File: src/rtl/pcie_phy_pkg.sv
// Shared PCIe PHY definitions: idle/training symbol, transmit FSM states and
// a byte picker used by the word-to-byte stage.
package pcie_phy_pkg;

  localparam logic [7:0] COM_SYM = 8'hBC;

  typedef enum logic [1:0] {
    TRAIN = 2'd0,
    IDLE  = 2'd1,
    SEND  = 2'd2
  } tx_state_t;

  // Byte sel of a word, MSB first: sel = 0 returns word[31:24].
  function automatic logic [7:0] pick_byte(input logic [31:0] word,
                                           input logic [1:0]  sel);
    logic [7:0] b;
    case (sel)
      2'd0:    b = word[31:24];
      2'd1:    b = word[23:16];
      2'd2:    b = word[15:8];
      default: b = word[7:0];
    endcase
    return b;
  endfunction

endpackage

File: src/rtl/tx_word_to_byte_if.sv
// Word-in / byte-out bus of the transmit word-to-byte stage.
//   data_in   [31:0]  word from upstream, [31:24] sent first
//   valid_in          data_in valid
//   ready_out         stage can accept a word this cycle
//   data_out  [7:0]   byte to serializer (COM when idle)
//   valid_out         data_out carries payload
// master: upstream/test side, slave: the stage itself.
interface tx_word_to_byte_if;
  logic [31:0] data_in;
  logic        valid_in;
  logic        ready_out;
  logic [7:0]  data_out;
  logic        valid_out;

  modport master (output data_in, valid_in,
                  input  ready_out, data_out, valid_out);
  modport slave  (input  data_in, valid_in,
                  output ready_out, data_out, valid_out);
endinterface

File: src/rtl/tx_word_to_byte_fifo.sv
// word_fifo2: 2-entry, 32-bit synchronous FIFO with its own pointers.
//   clk_4f, reset  clock and synchronous active-high reset
//   push, din      write din at the tail (caller guarantees count < 2)
//   pop            drop the head (caller guarantees count > 0)
//   dout           current head word
//   count [1:0]    number of stored words, 0..2
module word_fifo2 (
  input  logic        clk_4f,
  input  logic        reset,
  input  logic        push,
  input  logic        pop,
  input  logic [31:0] din,
  output logic [31:0] dout,
  output logic [1:0]  count
);

  logic [31:0] mem_q [2];
  logic        wr_ptr_q;
  logic        rd_ptr_q;
  logic [1:0]  count_q;

  // NOTE: sequential state uses non-blocking assignments so every register
  // samples pre-edge values regardless of statement order.
  always_ff @(posedge clk_4f) begin
    if (reset) begin
      wr_ptr_q <= 1'b0;
      rd_ptr_q <= 1'b0;
      count_q  <= 2'd0;
    end else begin
      if (push) wr_ptr_q <= ~wr_ptr_q;
      if (pop)  rd_ptr_q <= ~rd_ptr_q;
      case ({push, pop})
        2'b10:   count_q <= count_q + 2'd1;
        2'b01:   count_q <= count_q - 2'd1;
        default: count_q <= count_q;
      endcase
    end
  end

  // NOTE: storage is left unreset; count/pointers alone decide what is valid.
  always_ff @(posedge clk_4f) begin
    if (push) mem_q[wr_ptr_q] <= din;
  end

  assign dout  = mem_q[rd_ptr_q];
  assign count = count_q;

endmodule

File: src/rtl/tx_word_to_byte.sv
// Transmit word-to-byte stage: buffers 32-bit words in a 2-entry FIFO and
// emits one registered byte per clk_4f cycle, MSB first. Drives COM with
// valid_out = 0 during training and whenever no word is queued.
//   clk_4f   byte clock
//   reset    synchronous, active-high
//   bus      tx_word_to_byte_if.slave (data_in/valid_in/ready_out in,
//            data_out/valid_out to the serializer)
// Parameters: TRAIN_BYTES COM-only cycles after reset, COM idle symbol.
module tx_word_to_byte
  import pcie_phy_pkg::*;
#(
  parameter int         TRAIN_BYTES = 4,
  parameter logic [7:0] COM         = COM_SYM
) (
  input  logic               clk_4f,
  input  logic               reset,
  tx_word_to_byte_if.slave   bus
);

  localparam int CNT_W = (TRAIN_BYTES > 0) ? $clog2(TRAIN_BYTES + 1) : 1;
  localparam logic [CNT_W-1:0] CNT_INIT = CNT_W'(TRAIN_BYTES);

  tx_state_t        state_q, state_d;
  logic [1:0]       sel_q, sel_d;
  logic [CNT_W-1:0] train_cnt_q, train_cnt_d;
  logic [7:0]       data_out_q, data_out_d;
  logic             valid_out_q, valid_out_d;

  logic        push, pop, ready;
  logic [31:0] head;
  logic [1:0]  count;

  // Ready comes from registers only, so upstream never sees a comb loop.
  assign ready = (state_q != TRAIN) && (count < 2'd2);
  assign push  = bus.valid_in && ready;

  word_fifo2 u_fifo (
    .clk_4f (clk_4f),
    .reset  (reset),
    .push   (push),
    .pop    (pop),
    .din    (bus.data_in),
    .dout   (head),
    .count  (count)
  );

  always_ff @(posedge clk_4f) begin
    if (reset) state_q <= TRAIN;
    else       state_q <= state_d;
  end

  // A word is popped on its last byte; SEND continues without a bubble when
  // another word is already queued or arrives on that same edge.
  always_comb begin
    state_d = state_q;
    case (state_q)
      TRAIN:   if (train_cnt_q == '0) state_d = IDLE;
      IDLE:    if (count != 2'd0) state_d = SEND;
      SEND:    if ((sel_q == 2'd3) && !((count == 2'd2) || push)) state_d = IDLE;
      default: state_d = TRAIN;
    endcase
  end

  // NOTE: every signal gets a default before the case so no latch is inferred.
  always_comb begin
    train_cnt_d = train_cnt_q;
    sel_d       = sel_q;
    data_out_d  = COM;
    valid_out_d = 1'b0;
    pop         = 1'b0;
    case (state_q)
      TRAIN: begin
        sel_d = 2'd0;
        if (train_cnt_q != '0) train_cnt_d = train_cnt_q - CNT_W'(1);
      end
      IDLE: begin
        sel_d = 2'd0;
        if (count != 2'd0) begin
          data_out_d  = pick_byte(head, 2'd0);
          valid_out_d = 1'b1;
          sel_d       = 2'd1;
        end
      end
      SEND: begin
        data_out_d  = pick_byte(head, sel_q);
        valid_out_d = 1'b1;
        sel_d       = sel_q + 2'd1;   // wraps 3 -> 0 with the pop
        pop         = (sel_q == 2'd3);
      end
      default: ;
    endcase
  end

  always_ff @(posedge clk_4f) begin
    if (reset) begin
      sel_q       <= 2'd0;
      train_cnt_q <= CNT_INIT;
      data_out_q  <= COM;
      valid_out_q <= 1'b0;
    end else begin
      sel_q       <= sel_d;
      train_cnt_q <= train_cnt_d;
      data_out_q  <= data_out_d;
      valid_out_q <= valid_out_d;
    end
  end

  assign bus.ready_out = ready;
  assign bus.data_out  = data_out_q;
  assign bus.valid_out = valid_out_q;

endmodule
File: src/flat_wrapper.sv
// flat-port wrapper written by rule: the top's interface ports become plain ports
module tx_word_to_byte_flat import pcie_phy_pkg::*;
#(
  parameter int         TRAIN_BYTES = 4,
  parameter logic [7:0] COM         = COM_SYM
)
  (clk_4f, reset, bus_data_in, bus_valid_in, bus_ready_out, bus_data_out, bus_valid_out);
  tx_word_to_byte_if bus_i ();
  input  logic clk_4f;
  input  logic reset;
  input wire logic [$bits(bus_i.data_in)-1:0] bus_data_in;
  input wire logic [$bits(bus_i.valid_in)-1:0] bus_valid_in;
  output wire logic [$bits(bus_i.ready_out)-1:0] bus_ready_out;
  output wire logic [$bits(bus_i.data_out)-1:0] bus_data_out;
  output wire logic [$bits(bus_i.valid_out)-1:0] bus_valid_out;
  assign bus_i.data_in = bus_data_in;
  assign bus_i.valid_in = bus_valid_in;
  assign bus_ready_out = bus_i.ready_out;
  assign bus_data_out = bus_i.data_out;
  assign bus_valid_out = bus_i.valid_out;
  tx_word_to_byte #(.TRAIN_BYTES(TRAIN_BYTES), .COM(COM)) u_core (.clk_4f(clk_4f), .reset(reset), .bus(bus_i));
endmodule
File: config.mk
export PLATFORM = sky130hd
export DESIGN_NAME = tx_word_to_byte_flat
export DESIGN_NICKNAME = d
export VERILOG_FILES = /design/src/rtl/pcie_phy_pkg.sv /design/src/rtl/tx_word_to_byte_if.sv /design/src/rtl/tx_word_to_byte_fifo.sv /design/src/rtl/tx_word_to_byte.sv /design/src/flat_wrapper.sv
export SDC_FILE = /design/constraint.sdc
export NUM_CORES = 1
export LEC_CHECK = 0
export CORE_MARGIN = 4
export CORE_UTILIZATION = 30
export CTS_CLUSTER_SIZE = 20
export DETAILED_ROUTE_END_ITERATION = 10
export PLACE_DENSITY = 0.6
export RECOVER_POWER = 100
export SLEW_MARGIN = 20
export SYNTH_ARGS = -nofsm -noshare
export SYNTH_HDL_FRONTEND = slang
export SYNTH_SLANG_ARGS = --single-unit
File: constraint.sdc
create_clock -name clk_4f -period 7.2 [get_ports clk_4f]
set_input_delay 1.08 -clock clk_4f [delete_from_list [all_inputs] [get_ports clk_4f]]
set_output_delay 1.08 -clock clk_4f [all_outputs]
set_load 0.01 [all_outputs]
### Word level (Yosys, flattened, before mapping)

Memories as Yosys holds them, arrays and structs flattened. A register that Yosys moved wholly into a read port is not among the register bits.
Cells that the tools add are included.

* flip-flop bits (word level): 20
* RAM bits: 64
* input bits: 35
* output and inout port bits: 10
* word-level logic and storage cells: 59
* memories kept: 1

Memory list
* u_core.u_fifo.mem_q: depth 2, bits a word 32, read ports 1, clocked after memory_dff 1, write ports 1, RTL line tx_word_to_byte_fifo.sv:17 `logic [31:0] mem_q [2];`

* $add $sub $neg: 4
* magnitude comparators: 1
* equal/unequal tests: 11
* multiplexer cells: 17
* bitwise logic cells: 2
* reductions and logical operators: 15

Operators with widths (count)
* one-hot mux 8 bit (3 select lines): 1
* one-hot mux 8 bit (2 select lines): 1
* one-hot mux 2 bit (3 select lines): 2
* equality test 2 bit (second input constant): 5
* two-way mux 8 bit: 1
* two-way mux 1 bit: 7
* equality test 2 x 1 -> 1 bit (second input constant): 3
* two-way mux 2 bit: 3
* != test 2 x 1 -> 1 bit (second input constant): 3
* nonzero test 2 bit: 3
* nonzero test 3 bit: 2
* adder 2 x 1 -> 2 bit (second input constant): 2
* logical NOT 2 bit: 2
* one-hot mux 2 bit (2 select lines): 1
* logical AND 1 bit: 3
* logical NOT 3 bit: 1
* AND reduction 3 bit: 1
* subtractor 3 x 1 -> 3 bit (second input constant): 1
* < comparator 2 bit (second input constant): 1
* NOT 1 bit: 2
* one-hot mux 1 bit (2 select lines): 1
* AND reduction 2 bit: 1
* subtractor 2 x 1 -> 2 bit (second input constant): 1
* logical NOT 1 bit: 1
* logical OR 1 bit: 1

### Longest topological paths before layout

Gate-level depths: netlist of run 1.

* depth after elaboration: 8
* gate-level depth with buffers: 8
* depth with buffers taken out: 8

### Hierarchy

A second synthesis of run 1 with hierarchy kept.

* cell total of the unflattened synthesis: 237
* area, all modules: 3495.9 um^2

Modules (own cells, without submodules)
* word_fifo2: times used 1, cells an instance 120, area an instance 2502.4 um^2, seq. area each 2021.9 um^2
* tx_word_to_byte: times used 1, cells an instance 117, area an instance 993.5 um^2, seq. area each 320.3 um^2

### Worst setup path after synthesis of run 1

No wires, ideal clock.

* kind: input -> register
* start: input port bus_valid_in
* end: memory u_core.u_fifo.mem_q[0][0] (enable)
* setup time: 421 ps
* data arrival time: 2795 ps
* required time: 6779 ps
* slack: 3984 ps
* stages on the path: 3
* buffers on the path: 0
* path through: nor3b_2 -> inv_1 -> nor2_1

* longest elaborated chain between the ends: 3

RTL lines
* start: declaration: RTL line flat_wrapper.sv:12 `input wire logic [$bits(bus_i.valid_in)-1:0] bus_valid_in;`
* logical AND 1 bit: RTL line tx_word_to_byte.sv:35 `assign push = bus.valid_in && ready;`
* two-way mux 1 bit: RTL line tx_word_to_byte_fifo.sv:42 `if (push) mem_q[wr_ptr_q] <= din;`
* two-way mux 1 bit (implied by the code): RTL line tx_word_to_byte_fifo.sv:42
* end: declaration: RTL line tx_word_to_byte_fifo.sv:17

No other way between the ends.

### Final worst setup path of run 1

Ends and elaborated chain as after synthesis.

==> flow_summary.yaml, run 1 <==
sta:
  setup_ws_ns: 3.48
  period_share_pct: 51.6
  clock.fmax_ghz: 0.269
  min_period_ns: 3.72
  tightest_slew_ns: 1.86
  finalSetupViolations: 0
  finalHoldViolCount: 0
  tns_ns: 0
  drv_slew: 66
  finalClockSkew_ns: 0.00583
  rsz0062_at_grt: "false"
  whs_ns: 0.462
  slew-limit-headroom_pct: -24.1
die:
  coreArea_um2: 11400
  die_w_um: 116
  rows: 39
  die-area_um2: 13500
  io_pins: 45
  dieHeight_um: 116
  initial_core_util_pct: 30.8
route:
  viasPerCell: 4.67
  routedWlPerCell_um: 15.4
  drt-total-wl_mm: 6.66
  drtIter0Drc: 116
  ant_nets: 0
  drtPass1Iterations: 4
  detail_route.drc_violations: 0
  via_count: 2017
placed_design:
  dpl-instance-area_um2: 4080
  gp_congestion: 0.774
  dp_hpwl_mm: 4.55
  port_buffers: 44
  place_ws_ns: 4.33
worst_setup_path:
  cp_slowest_cell: "clkbuf_1"
  worstSetupPathType: "input pin to flip-flop"
  critPathBufInv: 3
  cpLargestDelayFamily: "buffers and inverters"
  cp_cell_sequence: "dlygate4sd3_1 -> nor3b_1 -> inv_1 -> nor2_2 -> clkbuf_1"
  end_kind: "flip-flop"
  r2r-end: "u_core.u_fifo.mem_q[0][0]$_DFFE_PP_"
  critPathMaxFanout: 32
  ff2ff_path_depth: 6
  critPathLaunchType: "input pin"
  worstPathRequired_ns: 7.12
  critPathArrivalTime_ns: 3.64
  r2r_start: "u_core.state_q[0]$_SDFFE_PP0P_"
  max_stage_delay_ns: 1.34
  rrSetupSlack_ns: 3.96
logic_synthesis:
  synthXorXnorAreaFrac_pct: 1.25
  synthTopCellsByArea: "edfxtp_1 55%, dfxtp_1 12%, mux2_2 5.8%"
  synth_fa_ha_area_share_pct: 4.27
  yosysTopAreaCell: "edfxtp_1"
  synth-simple-area-share_pct: 4.45
  synth_compound_area_share_pct: 9.33
  synth-edff-count: 64
  ys_seq_elements: 85
  yosysTopAreaCellShare_pct: 54.7
  post_synth_mux_area_share_pct: 10.5
  synth_ff_type: "edfxtp_1"
  syn_inst: 237
  syn_area_um2: 3510
  ys_types: 37
  synth_top_family_by_area: "multiplexers"
  async_flop_share_pct: 0
  synth_fp_nets: 284
  synth_warnings: 0
  yosysSeqAreaShare_pct: 66.6
  postSynthAreaPerCell_um2: 14.8
power_and_ir_drop:
  p_per_area_nw_per_um2: 290
  seqPwrFrac_pct: 47.2
  pwr-share-comb_pct: 14.9
  p_int_mw: 0.969
  clkPwrFrac_pct: 37.9
  power.share.switching_pct: 23.7
  peakVddDrop_uv: 99.8
  power.leakage_nw: 1.51
  p_sw_mw: 0.301
job:
  maxCapViolations: 2
grt:
  grt_pass1_vias: 2136
  grt_use_total_pct: 10.6
  grt_first_pass_wirelength_mm: 10.7
  antenna_found_initial: 0
  grt_max_degree: 33
  grt_overflow: 0
worst_hold_path:
  hold_start: "u_core.train_cnt_q[2]$_SDFFE_PP1N_"
  min_to: "u_core.train_cnt_q[2]$_SDFFE_PP1N_"
  holdCritPathClass: "flip-flop to flip-flop"
  hold_depth: 1
clock_network:
  root_buffer: "clkbuf_16"
  clockBufferDepth: 2
  clock_sinks: 85
  htreeDepth: 3
  clk-insertion-delay-late_ns: 0.33
  post_cts_buffers: 0
  cts_resized: 0
  tritoncts.num_buffers: 9
  clk_pin_slew_worst_paths_ns: 0.06
  cts_hold_buffers: 0
  cts_tree: "built"
run_status:
  violations: "capacitance limit, slew limit"
  outcome: "complete, but fails checks"
final_layout:
  area_delta_synth_final_pct: 24.5
  n_antenna_cell: 0
  fillers: 1077
  multi_input_area_um2: 1040
  sequential_cell_area_um2: 2340
  final_layout_size_suffix_gt1_share_pct: 14.9
  fin_area_um2: 4380
  nNetsFinal: 331
  fin_util_pct: 38.3
-- cell usage in the layout, fill, tap and decap left out, types with 4 or more instances in the layout --
master         netlist  layout
edfxtp_1            64      64
dlygate4sd3_1        0      44
dfxtp_1             21      21
mux2_2              18      18
a21oi_1             16      16
nor2_1              15      14
inv_1               12      12
ha_1                12      12
nand2_1             10      10
clkbuf_16            0       9
a22oi_1              8       8
mux2i_1              8       8
mux2_4               5       5
a221o_1              5       5
xnor2_1              4       4
-- cell usage after synthesis, drive strengths merged (2+ instances only) --
master / instances
a21oi: 16
nor2b: 3
buf: 9
xnor2: 4
dfxtp: 21
ha: 12
a31o: 3
o21ai: 3
inv: 12
a221o: 5
clkbuf: 2
nor2: 15
mux2i: 8
a22oi: 8
edfxtp: 64
nand2: 10
mux2: 24
a221oi: 3
-- how the worst max path moves through the flow --
stage	from	slack, ns	cells after the start	end
after floorplan	bus_valid_in	3.98	3	u_core.u_fifo.mem_q[0][0]$_DFFE_PP_
after global placement	bus_valid_in	4.34	6	u_core.u_fifo.count[1]$_SDFFE_PP0P_
after detailed placement	bus_valid_in	4.33	6	u_core.u_fifo.count[1]$_SDFFE_PP0P_
after CTS	u_core.state_q[0]$_SDFFE_PP0P_	4.32	4	bus_ready_out
after global routing	bus_valid_in	3.11	5	u_core.u_fifo.mem_q[0][1]$_DFFE_PP_
final	bus_valid_in	3.48	5	u_core.u_fifo.mem_q[0][0]$_DFFE_PP_
-- through the flow --
stage | std cells | power (mW)
floorplan | 237 | 0.732
global placement | 416 | 0.806
detailed placement | 416 | 0.811
CTS | 432 | 1.29
global route | 432 | 1.33
finish | 432 | 1.27
-- layer usage --
layer | part of all wire, % | vias to the layer above | GRT usage, %
met2 | 50 | 47 | 17.4
met1 | 45 | 973 | 13.0
li1 | - | 988 | -
met3 | 4.1 | 9 | 3.32
met5 | 0 | - | 0
met4 | 1.7 | 0 | 4.41
-- state kept, by name (all words and copies together), names as in the netlist, named ones only --
signal and cells:
u_core.train_cnt_q 3, u_core.bus.valid_out 1, u_core.bus.data_out 8, u_core.state_q 2, u_core.sel_q 2, u_core.u_fifo.count 2, u_core.u_fifo.mem_q 64, u_core.u_fifo.wr_ptr_q 1
u_core.u_fifo.rd_ptr_q 1
-- cell families after synthesis --
family,after synthesis
AND/OR/NAND/NOR,34
XOR/XNOR,5
multiplexers,32
adder cells (fa/ha/maj),12
AO/OA/AOI/OAI,46
flip-flops,85
buffers and inverters,23
-- final cells by class --
cell class,count,area share [%]
Tap cell,143,4.09
Sequential cell,85,53.5
Clock inverter,6,1.97
Clock buffer,10,5.23
Multi-Input combinational cell,129,23.8
Timing Repair Buffer,47,10.4
Inverter,12,1.03
-- power by group through the flow --
| stage | logic, mW | clock network, mW | registers, mW |
|---|---|---|---|
| finish | 0.189 | 0.481 | 0.600 |
| global route | 0.216 | 0.515 | 0.604 |
| CTS | 0.204 | 0.493 | 0.598 |
| detailed placement | 0.202 | 0 | 0.609 |
| global placement | 0.198 | 0 | 0.607 |
| floorplan | 0.124 | 0 | 0.608 |
No activity file was read; power rests on OpenSTA's default activity.
==> run 2: changes to the inputs <==
Clock period 7.2 ns to 3.86 ns, I/O delays scaled along.
==> run 2 against run 1 <==
  * Die area unchanged
  * Largest cell class unchanged
  * Critical path type is now flip-flop to flip-flop
  * Clock skew increased by 0.0015 ns
  * Sequential share of layout area increased by 0.25 points
  * The run now ends clean
  * Cell count unchanged
  * Clock power increased by 76%
  * Combinational power increased by 87%
  * Design area decreased by 0.46%
  * Highest routed layer unchanged
  * Via count decreased by 0.94%
  * Count of clock-buffer cells in the layout decreased by 1
==> flow_summary.yaml, run 2 (synthesis gave the netlist of run 1 again) <==
sta:
  period_share_pct: 73.7
  setup_ws_ns: 1.01
  min_period_ns: 2.85
  rsz0062_at_grt: "false"
  drv_slew: 0
  tightest_slew_ns: 1.46
  finalHoldViolCount: 0
  tns_ns: 0
  clock.fmax_ghz: 0.351
  finalSetupViolations: 0
  slew-limit-headroom_pct: 2.63
  finalClockSkew_ns: 0.00732
final_layout:
  largest_register_ffs: 64
  final_layout_size_suffix_gt1_share_pct: 13.1
  n_antenna_cell: 0
  fin_area_um2: 4360
  fillers: 1108
  fin_util_pct: 38.2
  largest_register: "u_core.u_fifo.mem_q"
  final_cell_mix: "64 x edfxtp_1, 43 x dlygate4sd3_1, 21 x dfxtp_1"
  nNetsFinal: 332
  final_common_cell: "edfxtp_1"
  area_delta_synth_final_pct: 24.0
power_and_ir_drop:
  p_per_area_nw_per_um2: 532
  peakVddDrop_uv: 218
  power.leakage_nw: 1.50
clock_network:
  tritoncts.num_buffers: 9
  cts_resized: 0
  cts_tree: "built"
  clockBufferDepth: 2
  post_cts_buffers: 0
  htreeDepth: 3
  clk-insertion-delay-late_ns: 0.33
  clock_sinks: 85
  cts_hold_buffers: 0
  clk_pin_slew_worst_paths_ns: 0.06
  root_buffer: "clkbuf_16"
grt:
  grt_first_pass_wirelength_mm: 10.8
  antenna_found_initial: 0
  grt_pass1_vias: 2189
  grt_max_degree: 33
  grt_overflow: 0
  grt_use_total_pct: 10.6
worst_setup_path:
  critPathArrivalTime_ns: 3.06
  critPathLaunchType: "flip-flop"
  critPathMaxFanout: 22
  end_kind: "flip-flop"
  worstPathRequired_ns: 4.08
  rrSetupSlack_ns: 1.01
  worstSetupPathType: "flip-flop to flip-flop"
route:
  viasPerCell: 4.63
  drt-total-wl_mm: 6.65
  drtPass1Iterations: 4
  routedWlPerCell_um: 15.4
  via_count: 1998
  drtIter0Drc: 128
  ant_nets: 0
  detail_route.drc_violations: 0
run_status:
  outcome: "complete, no violations"
die:
  die-area_um2: 13500
  io_pins: 45
  dieHeight_um: 116
  rows: 39
  die_w_um: 116
  coreArea_um2: 11400
  initial_core_util_pct: 30.8
placed_design:
  dp_hpwl_mm: 4.65
  gp_congestion: 0.747
  port_buffers: 44
  dpl-instance-area_um2: 4090
  place_ws_ns: 1.46
worst_hold_path:
  holdCritPathClass: "flip-flop to flip-flop"
job:
  maxCapViolations: 0
[run 2: path summary, 6_finish.rpt]
check,cells past startpoint,end,startpoint
max,5,u_core.bus.data_out[1]$_SDFF_PP0_,flip-flop
min,1,u_core.train_cnt_q[2]$_SDFFE_PP1N_,u_core.train_cnt_q[2]$_SDFFE_PP1N_
max reg2reg,5,u_core.bus.data_out[1]$_SDFF_PP0_,flip-flop
min reg2reg,1,u_core.train_cnt_q[2]$_SDFFE_PP1N_,u_core.train_cnt_q[2]$_SDFFE_PP1N_
[run 2: metrics by stage]
stage / hold slack [ns] / instances / total power, mW
floorplan: 0.435 / 237 / 1.37
global placement: 0.444 / 417 / 1.51
detailed placement: 0.461 / 417 / 1.52
CTS: 0.475 / 432 / 2.37
global route: 0.516 / 432 / 2.44
finish: 0.474 / 432 / 2.32
[run 2: worst max-delay path, stage by stage (launching register included)]
cell,delay [ns]
dfxtp_1,0.64
clkbuf_1,1.12
mux2_2,0.44
a22oi_1,0.19
a221oi_1,0.10
a31o_2,0.25
[run 2: report_power, final]
| part | switching, mW | leakage [nW] | internal (mW) |
|---|---|---|---|
| logic | 0.199 | 0.610 | 0.155 |
| clock network | 0.343 | 0.139 | 0.503 |
| registers | 0.0332 | 0.750 | 1.08 |
| total | 0.576 | 1.50 | 1.74 |
[run 2: per-layer routing]
layer	up-vias	share of wire (%)	GRT usage, %
met5	-	0	0
met1	965	45	12.7
li1	982	-	-
met3	8	4.5	2.59
met4	0	1.5	4.18
met2	43	49	18.3
[run 2: layout make-up]
type | count | area [µm²] | share of cell area (%)
multi-input cells | 129 | 1040 | 23.8
flip-flops and latches | 85 | 2340 | 53.8
inverters | 12 | 45.0 | 1.03
well taps | 143 | 179 | 4.11
clock buffers | 9 | 225 | 5.17
clock inverters | 6 | 71.3 | 1.64
repair buffers | 48 | 457 | 10.5
==> run 3: changes to the inputs <==
Clock period 3.86 ns to 2.8 ns, I/O delays scaled along.
==> run 3 against run 2 <==
  * Via count stayed put
  * Non-clock buffer count is 1 higher
  * Combinational power is 40% higher
  * Sequential power is 37% higher
  * Worst setup slack worse by 0.44 ns
  * Die area stayed put
==> flow_summary.yaml, run 3 (synthesis gave the netlist of run 1 again) <==
placed_design:
  port_buffers: 44
  dp_hpwl_mm: 4.53
  gp_congestion: 0.724
  dpl-instance-area_um2: 4110
final_layout:
  nNetsFinal: 333
  final_common_cell: "edfxtp_1"
  area_delta_synth_final_pct: 25.8
  fin_area_um2: 4420
  n_antenna_cell: 0
  sequential_cell_area_um2: 2340
  largest_register_ffs: 64
  final_layout_size_suffix_gt1_share_pct: 16.2
  final_cell_mix: "64 x edfxtp_1, 42 x dlygate4sd3_1, 21 x dfxtp_1"
  largest_register: "u_core.u_fifo.mem_q"
  multi_input_area_um2: 1040
  fillers: 1102
route:
  wirelength_met1_mm: 2.88
  via_count: 1998
  drtIter0Drc: 99
  routedWlPerCell_um: 15.5
  dr.max_layer_used: "met4"
  dr_wl_met2_mm: 3.31
  detail_route.drc_violations: 0
  met3_length_um: 373
  viasPerCell: 4.60
  drt-total-wl_mm: 6.72
  drtPass1Iterations: 4
  ant_nets: 0
die:
  coreArea_um2: 11400
  io_pins: 45
  initial_core_util_pct: 30.8
  die_w_um: 116
  die-area_um2: 13500
  rows: 39
  dieHeight_um: 116
clock_network:
  tritoncts.num_buffers: 9
  post_cts_buffers: 0
  clk-insertion-delay-late_ns: 0.34
  cts_resized: 0
  root_buffer: "clkbuf_16"
  clockBufferDepth: 2
  htreeDepth: 3
  cts_tree: "built"
  clock_sinks: 85
  clk_pin_slew_worst_paths_ns: 0.06
  cts_hold_buffers: 0
worst_setup_path:
  r2r-end: "u_core.u_fifo.count[1]$_SDFFE_PP0P_"
  critPathArrivalTime_ns: 2.50
  worstSetupPathType: "flip-flop to flip-flop"
  r2r_start: "u_core.state_q[0]$_SDFFE_PP0P_"
  critPathMaxFanout: 5
  max_stage_delay_ns: 0.44
  ff2ff_path_depth: 7
  rrSetupSlack_ns: 0.57
  end_kind: "flip-flop"
  cp_cell_sequence: "inv_1 -> ha_1 -> nor3b_1 -> inv_1 -> ha_1 -> or3_1 -> a21oi_1"
  worstPathRequired_ns: 3.07
  critPathLaunchType: "flip-flop"
  cp_slowest_cell: "nor3b_1"
grt:
  grt_use_total_pct: 11.0
  grt_first_pass_wirelength_mm: 10.9
  grt_overflow: 0
  grt_max_degree: 33
  grt_pass1_vias: 2169
  antenna_found_initial: 0
sta:
  clock.fmax_ghz: 0.449
  finalClockSkew_ns: 0.00617
  whs_ns: 0.464
  drv_slew: 0
  finalHoldViolCount: 0
  tightest_slew_ns: 0.586
  tns_ns: 0
  finalSetupViolations: 0
  slew-limit-headroom_pct: 60.6
  period_share_pct: 79.6
  rsz0062_at_grt: "false"
  min_period_ns: 2.23
power_and_ir_drop:
  p_per_area_nw_per_um2: 749
  power.leakage_nw: 1.53
  peakVddDrop_uv: 279
worst_hold_path:
  holdCritPathClass: "flip-flop to flip-flop"
  min_to: "u_core.train_cnt_q[2]$_SDFFE_PP1N_"
  hold_start: "u_core.train_cnt_q[2]$_SDFFE_PP1N_"
  hold_depth: 1
run_status:
  outcome: "complete, no violations"
job:
  maxCapViolations: 0
[run 3: worst max-delay path: cells and delay by family (launching register included)]
kind	cells	cell delay, ns
buf+inv	2	0.24
flops	1	0.39
simple gates	2	0.81
compound gates	1	0.14
fa+ha+maj	2	0.58
[run 3: worst max-delay path by stage]
stage                                    from                                   to  slack (ns)  depth (start not counted)
3_3_place_gp                     bus_valid_in  u_core.u_fifo.count[1]$_SDFFE_PP0P_        0.60                          6
3_5_place_dp                     bus_valid_in  u_core.u_fifo.count[1]$_SDFFE_PP0P_        0.58                          6
5_1_grt        u_core.state_q[0]$_SDFFE_PP0P_  u_core.u_fifo.count[1]$_SDFFE_PP0P_        0.33                          7
2_1_floorplan  u_core.state_q[0]$_SDFFE_PP0P_  u_core.u_fifo.mem_q[0][0]$_DFFE_PP_        0.49                          5
4_1_cts        u_core.state_q[0]$_SDFFE_PP0P_                        bus_ready_out        0.59                          4
6_report       u_core.state_q[0]$_SDFFE_PP0P_  u_core.u_fifo.count[1]$_SDFFE_PP0P_        0.57                          7
[run 3: layout make-up]
cell class              instances  share of cell area [%]
well taps                     143                    4.05
clock inverters                 6                    2.15
inverters                      12                    1.02
clock buffers                  10                    5.18
multi-input cells             129                    23.5
flip-flops and latches         85                    53.0
repair buffers                 49                    11.1
[run 3: per-layer routing]
metal,vias up,track usage [%]
li1,983,-
met1,951,13.0
met2,51,17.9
met3,13,2.90
met4,0,6.42
met5,-,0
[run 3: where the power goes]
part,switching [mW],internal [mW],leakage (nW),total [mW]
registers,0.0447,1.49,0.750,1.53
logic,0.279,0.218,0.628,0.497
clock network,0.488,0.790,0.151,1.28
[run 3: metrics by stage]
stage | power (mW) | util, % | worst slack [ns] | instances
final | 3.31 | 38.7 | 0.571 | 434
after CTS | 3.37 | 38.8 | 0.594 | 434
after global placement | 2.07 | 36.0 | 0.598 | 418
after global routing | 3.48 | 38.7 | 0.334 | 434
after floorplan | 1.88 | - | 0.492 | 237
after detailed placement | 2.09 | 36.0 | 0.579 | 418
==> variant 1, RTL diff (config.mk and constraints of run 2) <==
`TRAIN_BYTES` is set to 4 in 2 places; all go to 8.
--- a/src/rtl/tx_word_to_byte.sv
+++ b/src/rtl/tx_word_to_byte.sv
@@ -9,7 +9,7 @@
 module tx_word_to_byte
   import pcie_phy_pkg::*;
 #(
-  parameter int         TRAIN_BYTES = 4,
+  parameter int         TRAIN_BYTES = 8,
   parameter logic [7:0] COM         = COM_SYM
 ) (
   input  logic               clk_4f,
--- a/src/flat_wrapper.sv
+++ b/src/flat_wrapper.sv
@@ -1,7 +1,7 @@
 // flat-port wrapper written by rule: the top's interface ports become plain ports
 module tx_word_to_byte_flat import pcie_phy_pkg::*;
 #(
-  parameter int         TRAIN_BYTES = 4,
+  parameter int         TRAIN_BYTES = 8,
   parameter logic [7:0] COM         = COM_SYM
 )
   (clk_4f, reset, bus_data_in, bus_valid_in, bus_ready_out, bus_data_out, bus_valid_out);
Behaviour: not the same (a bounded check fails within 10 cycles, from zero or initial values and one cycle with reset high).
==> variant 1 against run 2 <==
- cell area is 2.4% higher
- setup slack better by 0.37 ns
- global-route usage is 0.080 points lower
- critical path type unchanged
- via count is 2.5% higher
- total power is 4.5% higher
- largest cell class unchanged
- area after synthesis is 0.32% lower
- sequential cell count is 1 higher
- non-clock buffer count is 1 lower
- maximum frequency is 15% higher
- synthesized cell count is 1.3% higher
- wire length is 1.1% higher
- die area is 0.29% lower
==> variant 1: results (changes against run 2) <==
Status
  • Status: complete, no violations (unchanged)

Detailed routing
  • Starting DRT DRC Count: 106 (was 128)
  • DRT Wirelength: 6720 µm (was 6650 µm)
  • ANT nets after route: 0 (unchanged)
  • Via/cell ratio: 4.71 (was 4.63)

Synthesis
  • Synth top cells by count: edfxtp_1, mux2_2, dfxtp_1 (was edfxtp_1, dfxtp_1, mux2_2)
  • Synth cell types: 38 (was 37)
  • Seq/Total Area, Yosys: 0.674 (was 0.666)
  • Mapped Nets: 286 (was 284)
  • Synth top area cells: edfxtp_1, dfxtp_1, mux2_2 (unchanged)
  • Ys Warns: 0 (unchanged)

Setup path
  • Slowest cell on the critical path: clkbuf_2 (was clkbuf_1)
  • Crit path largest cell delay: 0.69 ns (was 1.12 ns)
  • Crit-path max FO: 32 (was 22)
  • Worst r2r dst: u_core.u_fifo.mem_q[0][10]$_DFFE_PP_ (was u_core.bus.data_out[1]$_SDFF_PP0_)
  • Critical Path AT: 2.43 ns (was 3.06 ns)

Layout
  • Fill cells: 1096 (was 1108)
  • Diodes inserted: 0 (unchanged)
  • Share of layout cells above drive strength 1: 0.168 (was 0.131)
  • Nets: 333 (was 332)

Placement
  • Area after DPL: 4090 µm² (about the same)
  • GP Congestion: 0.784 (was 0.747)
  • Pre-CTS setup slack: 1.31 ns (was 1.46 ns)

Pwr
  • Worst VDD drop: 0.000244 V (was 0.000218 V)

STA
  • Worst-margin pin slew: 0.878 ns (was 1.46 ns)

GRT
  • First-pass GRT wire length: 10600 µm (was 10800 µm)
  • Vias in the first global route: 2102 (was 2189)
  • Total GRT Usage: 0.105 (was 0.106)

CTS
  • Clock Tree Root: clkbuf_16 (unchanged)
  • Clk buf depth: 2 (unchanged)
  • Worst-skew pair later-pin latency: 0.33 ns (about the same)

Min path
  • Hold Path Origin: u_core.train_cnt_q[3]$_SDFFE_PP1N_ (was u_core.train_cnt_q[2]$_SDFFE_PP1N_)
[variant 1: changes by cell type in the layout (fill, tap and decap cells not counted), moves of 3 or more]
cell,change
bufinv_16,+3
clkbuf_1,-3
inv_1,-4
mux2_1,-4
mux2_2,+9
mux2_4,-5
nand3_1,+3
[variant 1: cell families after synthesis]
group,share of synthesized area
xor gates and xnor gates,0.0175
muxes,0.100
AOI/OAI and AO/OA,0.0886
buffers and inverters,0.0250
adders and majority gates,0.0393
DFF,0.674
and+or+nand+nor,0.0554
[variant 1: routing by layer]
metal	part of all wire	track usage	vias up
met4	0.011	0.0441	0
met5	0	0	-
met3	0.056	0.0282	9
li1	-	-	998
met2	0.49	0.173	42
met1	0.45	0.131	998
[variant 1: final cells by class]
cell class,count,share of cell area
clock buffer,9,0.0505
clock inverter,7,0.0325
inverter,8,0.00673
multi-input combinational,135,0.237
sequential,86,0.530
tap,143,0.0401
timing repair buffer,47,0.103
[variant 1: worst reg2reg max path: cells and delay by family, from the launching register on]
family,cells,cell delay [ns]
buf+inv,2,0.79
simple gates,2,0.62
fa+ha+maj,1,0.30
flops,1,0.39
[variant 1: worst min path at each step]
| stage | endpoint | slack [ns] | cells past startpoint |
|---|---|---|---|
| final | u_core.train_cnt_q[3]$_SDFFE_PP1N_ | 0.52 | 2 |
| after CTS | u_core.train_cnt_q[3]$_SDFFE_PP1N_ | 0.52 | 2 |
| after global placement | u_core.train_cnt_q[3]$_SDFFE_PP1N_ | 0.47 | 2 |
| after detailed placement | u_core.train_cnt_q[3]$_SDFFE_PP1N_ | 0.50 | 2 |
| after global routing | u_core.train_cnt_q[3]$_SDFFE_PP1N_ | 0.55 | 2 |
| after floorplan | u_core.train_cnt_q[3]$_SDFFE_PP1N_ | 0.46 | 2 |
[variant 1: power groups by stage]
stage	sequential (W)	combinational (W)	clock, W
global route	0.00111	0.000312	0.00110
CTS	0.00110	0.000297	0.00107
global placement	0.00111	0.000287	0
finish	0.00110	0.000279	0.00104
floorplan	0.00111	0.000183	0
detailed placement	0.00112	0.000295	0
[variant 1: stage by stage]
step,utilization,cells
6_report,0.391,435
5_1_grt,0.391,435
4_1_cts,0.391,435
3_5_place_dp,0.358,419
3_3_place_gp,0.358,419
2_1_floorplan,-,240
==> variant 2, RTL diff (config.mk and constraints of run 2) <==
Without the edit above. Reset style: asynchronous (`reset`), changed in 3 clocked blocks. Comments in the files are not updated.
--- a/src/rtl/tx_word_to_byte_fifo.sv
+++ b/src/rtl/tx_word_to_byte_fifo.sv
@@ -21,7 +21,7 @@
 
   // NOTE: sequential state uses non-blocking assignments so every register
   // samples pre-edge values regardless of statement order.
-  always_ff @(posedge clk_4f) begin
+  always_ff @(posedge clk_4f or posedge reset) begin
     if (reset) begin
       wr_ptr_q <= 1'b0;
       rd_ptr_q <= 1'b0;
--- a/src/rtl/tx_word_to_byte.sv
+++ b/src/rtl/tx_word_to_byte.sv
@@ -44,7 +44,7 @@
     .count  (count)
   );
 
-  always_ff @(posedge clk_4f) begin
+  always_ff @(posedge clk_4f or posedge reset) begin
     if (reset) state_q <= TRAIN;
     else       state_q <= state_d;
   end
@@ -91,7 +91,7 @@
     endcase
   end
 
-  always_ff @(posedge clk_4f) begin
+  always_ff @(posedge clk_4f or posedge reset) begin
     if (reset) begin
       sel_q       <= 2'd0;
       train_cnt_q <= CNT_INIT;
Formal check against the unedited RTL: differs if reset is asserted again (counterexample within 10 cycles, from zero or initial values and one cycle with reset high); with reset held inactive, the same outputs for 10 cycles.
==> variant 2 against run 2 <==
- setup slack gained 0.38 ns
- critical path depth grew 1
- non-clock buffer count shrank 1
- area after synthesis shrank 0.57%
- maximum frequency grew 15%
- sequential cell count shrank 1
- core utilization shrank 0.12 points
- die area shrank 0.52%
- wire length grew 0.57%
- cell area shrank 0.32%
- critical endpoint is now u_core.u_fifo.mem_q[0][7]$_DFFE_PP_
- highest routed layer unchanged
Power is not compared: it rests on default switching activity, and its combinational part moved more than twofold at a synthesized area within 25%.
==> variant 2: results (changes against run 2) <==
Status
  • Status: complete, no violations (unchanged)

Synthesis
  • Synth top area cells: edfxtp_1, dfrtp_1, dfstp_2 (was edfxtp_1, dfxtp_1, mux2_2)
  • Ys Warns: 0 (unchanged)
  • Post-synth ARST share: 0.238 (was 0)
  • Mapped Nets: 270 (was 284)
  • Seq/Total Area, Yosys: 0.695 (was 0.666)
  • Synth top cells by count: edfxtp_1, nand2_1, dfrtp_1 (was edfxtp_1, dfxtp_1, mux2_2)
  • Synth cell types: 33 (was 37)
  • Mapped Cells: 224 (was 237)

Detailed routing
  • Starting DRT DRC Count: 97 (was 128)
  • Met2 wire len: 3060 µm (was 3250 µm)
  • Number of iterations in the first detailed-routing pass: 5 (was 4)
  • M1 WL: 3050 µm (was 2990 µm)
  • Via/cell ratio: 4.62 (was 4.63)
  • Met3 Wirelength: 439 µm (was 302 µm)
  • DRT Wirelength: 6690 µm (was 6650 µm)

Layout
  • Biggest register: u_core.u_fifo.mem_q (unchanged)
  • Nets: 320 (was 332)
  • Share of layout cells above drive strength 1: 0.147 (was 0.131)
  • Non-Filler Instances: 422 (was 432)
  • Fill cells: 1105 (was 1108)

Setup path
  • Critical Path AT: 2.43 ns (was 3.06 ns)
  • R2R depth: 6 (was 5)
  • Crit-path max FO: 32 (was 22)
  • Slowest cell on the critical path: clkbuf_2 (was clkbuf_1)
  • Reg-to-reg slack, setup: 1.39 ns (was 1.01 ns)
  • CP Capture Point: u_core.u_fifo.mem_q[0][7]$_DFFE_PP_ (was u_core.bus.data_out[1]$_SDFF_PP0_)

GRT
  • Vias in the first global route: 2030 (was 2189)
  • Met3 GRT Util: 0.0308 (was 0.0259)
  • Met2 usage: 0.164 (was 0.183)
  • Routing usage on met1: 0.141 (was 0.127)
  • First-pass GRT wire length: 10700 µm (was 10800 µm)
  • Total GRT Usage: 0.107 (was 0.106)

STA
  • Skew final: 0.00664 ns (was 0.00732 ns)
  • Worst slew margin: 0.421 (was 0.0263)
  • Worst hold slack: 0.475 ns (was 0.474 ns)

CTS
  • Post-CTS Repair Setup Buffers: 0 (unchanged)

Placement
  • GP Congestion: 0.711 (was 0.747)
  • Post-Place Cells: 406 (was 417)
  • Pre-CTS setup slack: 1.33 ns (was 1.46 ns)

Pwr
  • Static Leak: 1.55 nW

Min path
  • Hold endpoint: u_core.train_cnt_q[0]$_DFFE_PP0N_ (was u_core.train_cnt_q[2]$_SDFFE_PP1N_)
## variant 2: area by class of cell
| type | count | area share |
|---|---|---|
| clock buffers | 10 | 0.0527 |
| clock inverters | 6 | 0.00922 |
| inverters | 12 | 0.0104 |
| multi-input cells | 120 | 0.222 |
| flip-flops and latches | 84 | 0.559 |
| well taps | 143 | 0.0412 |
| repair buffers | 47 | 0.105 |
## variant 2: per-stage QoR
step / instance area (µm²) / util
global route: 4340 / 0.380
global placement: 4080 / 0.357
detailed placement: 4080 / 0.357
floorplan: 3490 / -
finish: 4340 / 0.380
CTS: 4350 / 0.381
## variant 2: report_power, final
part           internal (W)  switching, W
logic              0.000329      0.000406
clock network      0.000434      0.000332
registers           0.00121     0.0000848
## variant 2: cells by family after synthesis
family                     share of synthesized area
buffers and inverters                         0.0301
muxes                                          0.105
xor gates and xnor gates                      0.0150
AOI/OAI and AO/OA                             0.0788
adders and majority gates                     0.0394
and+or+nand+nor                               0.0369
DFF                                            0.695
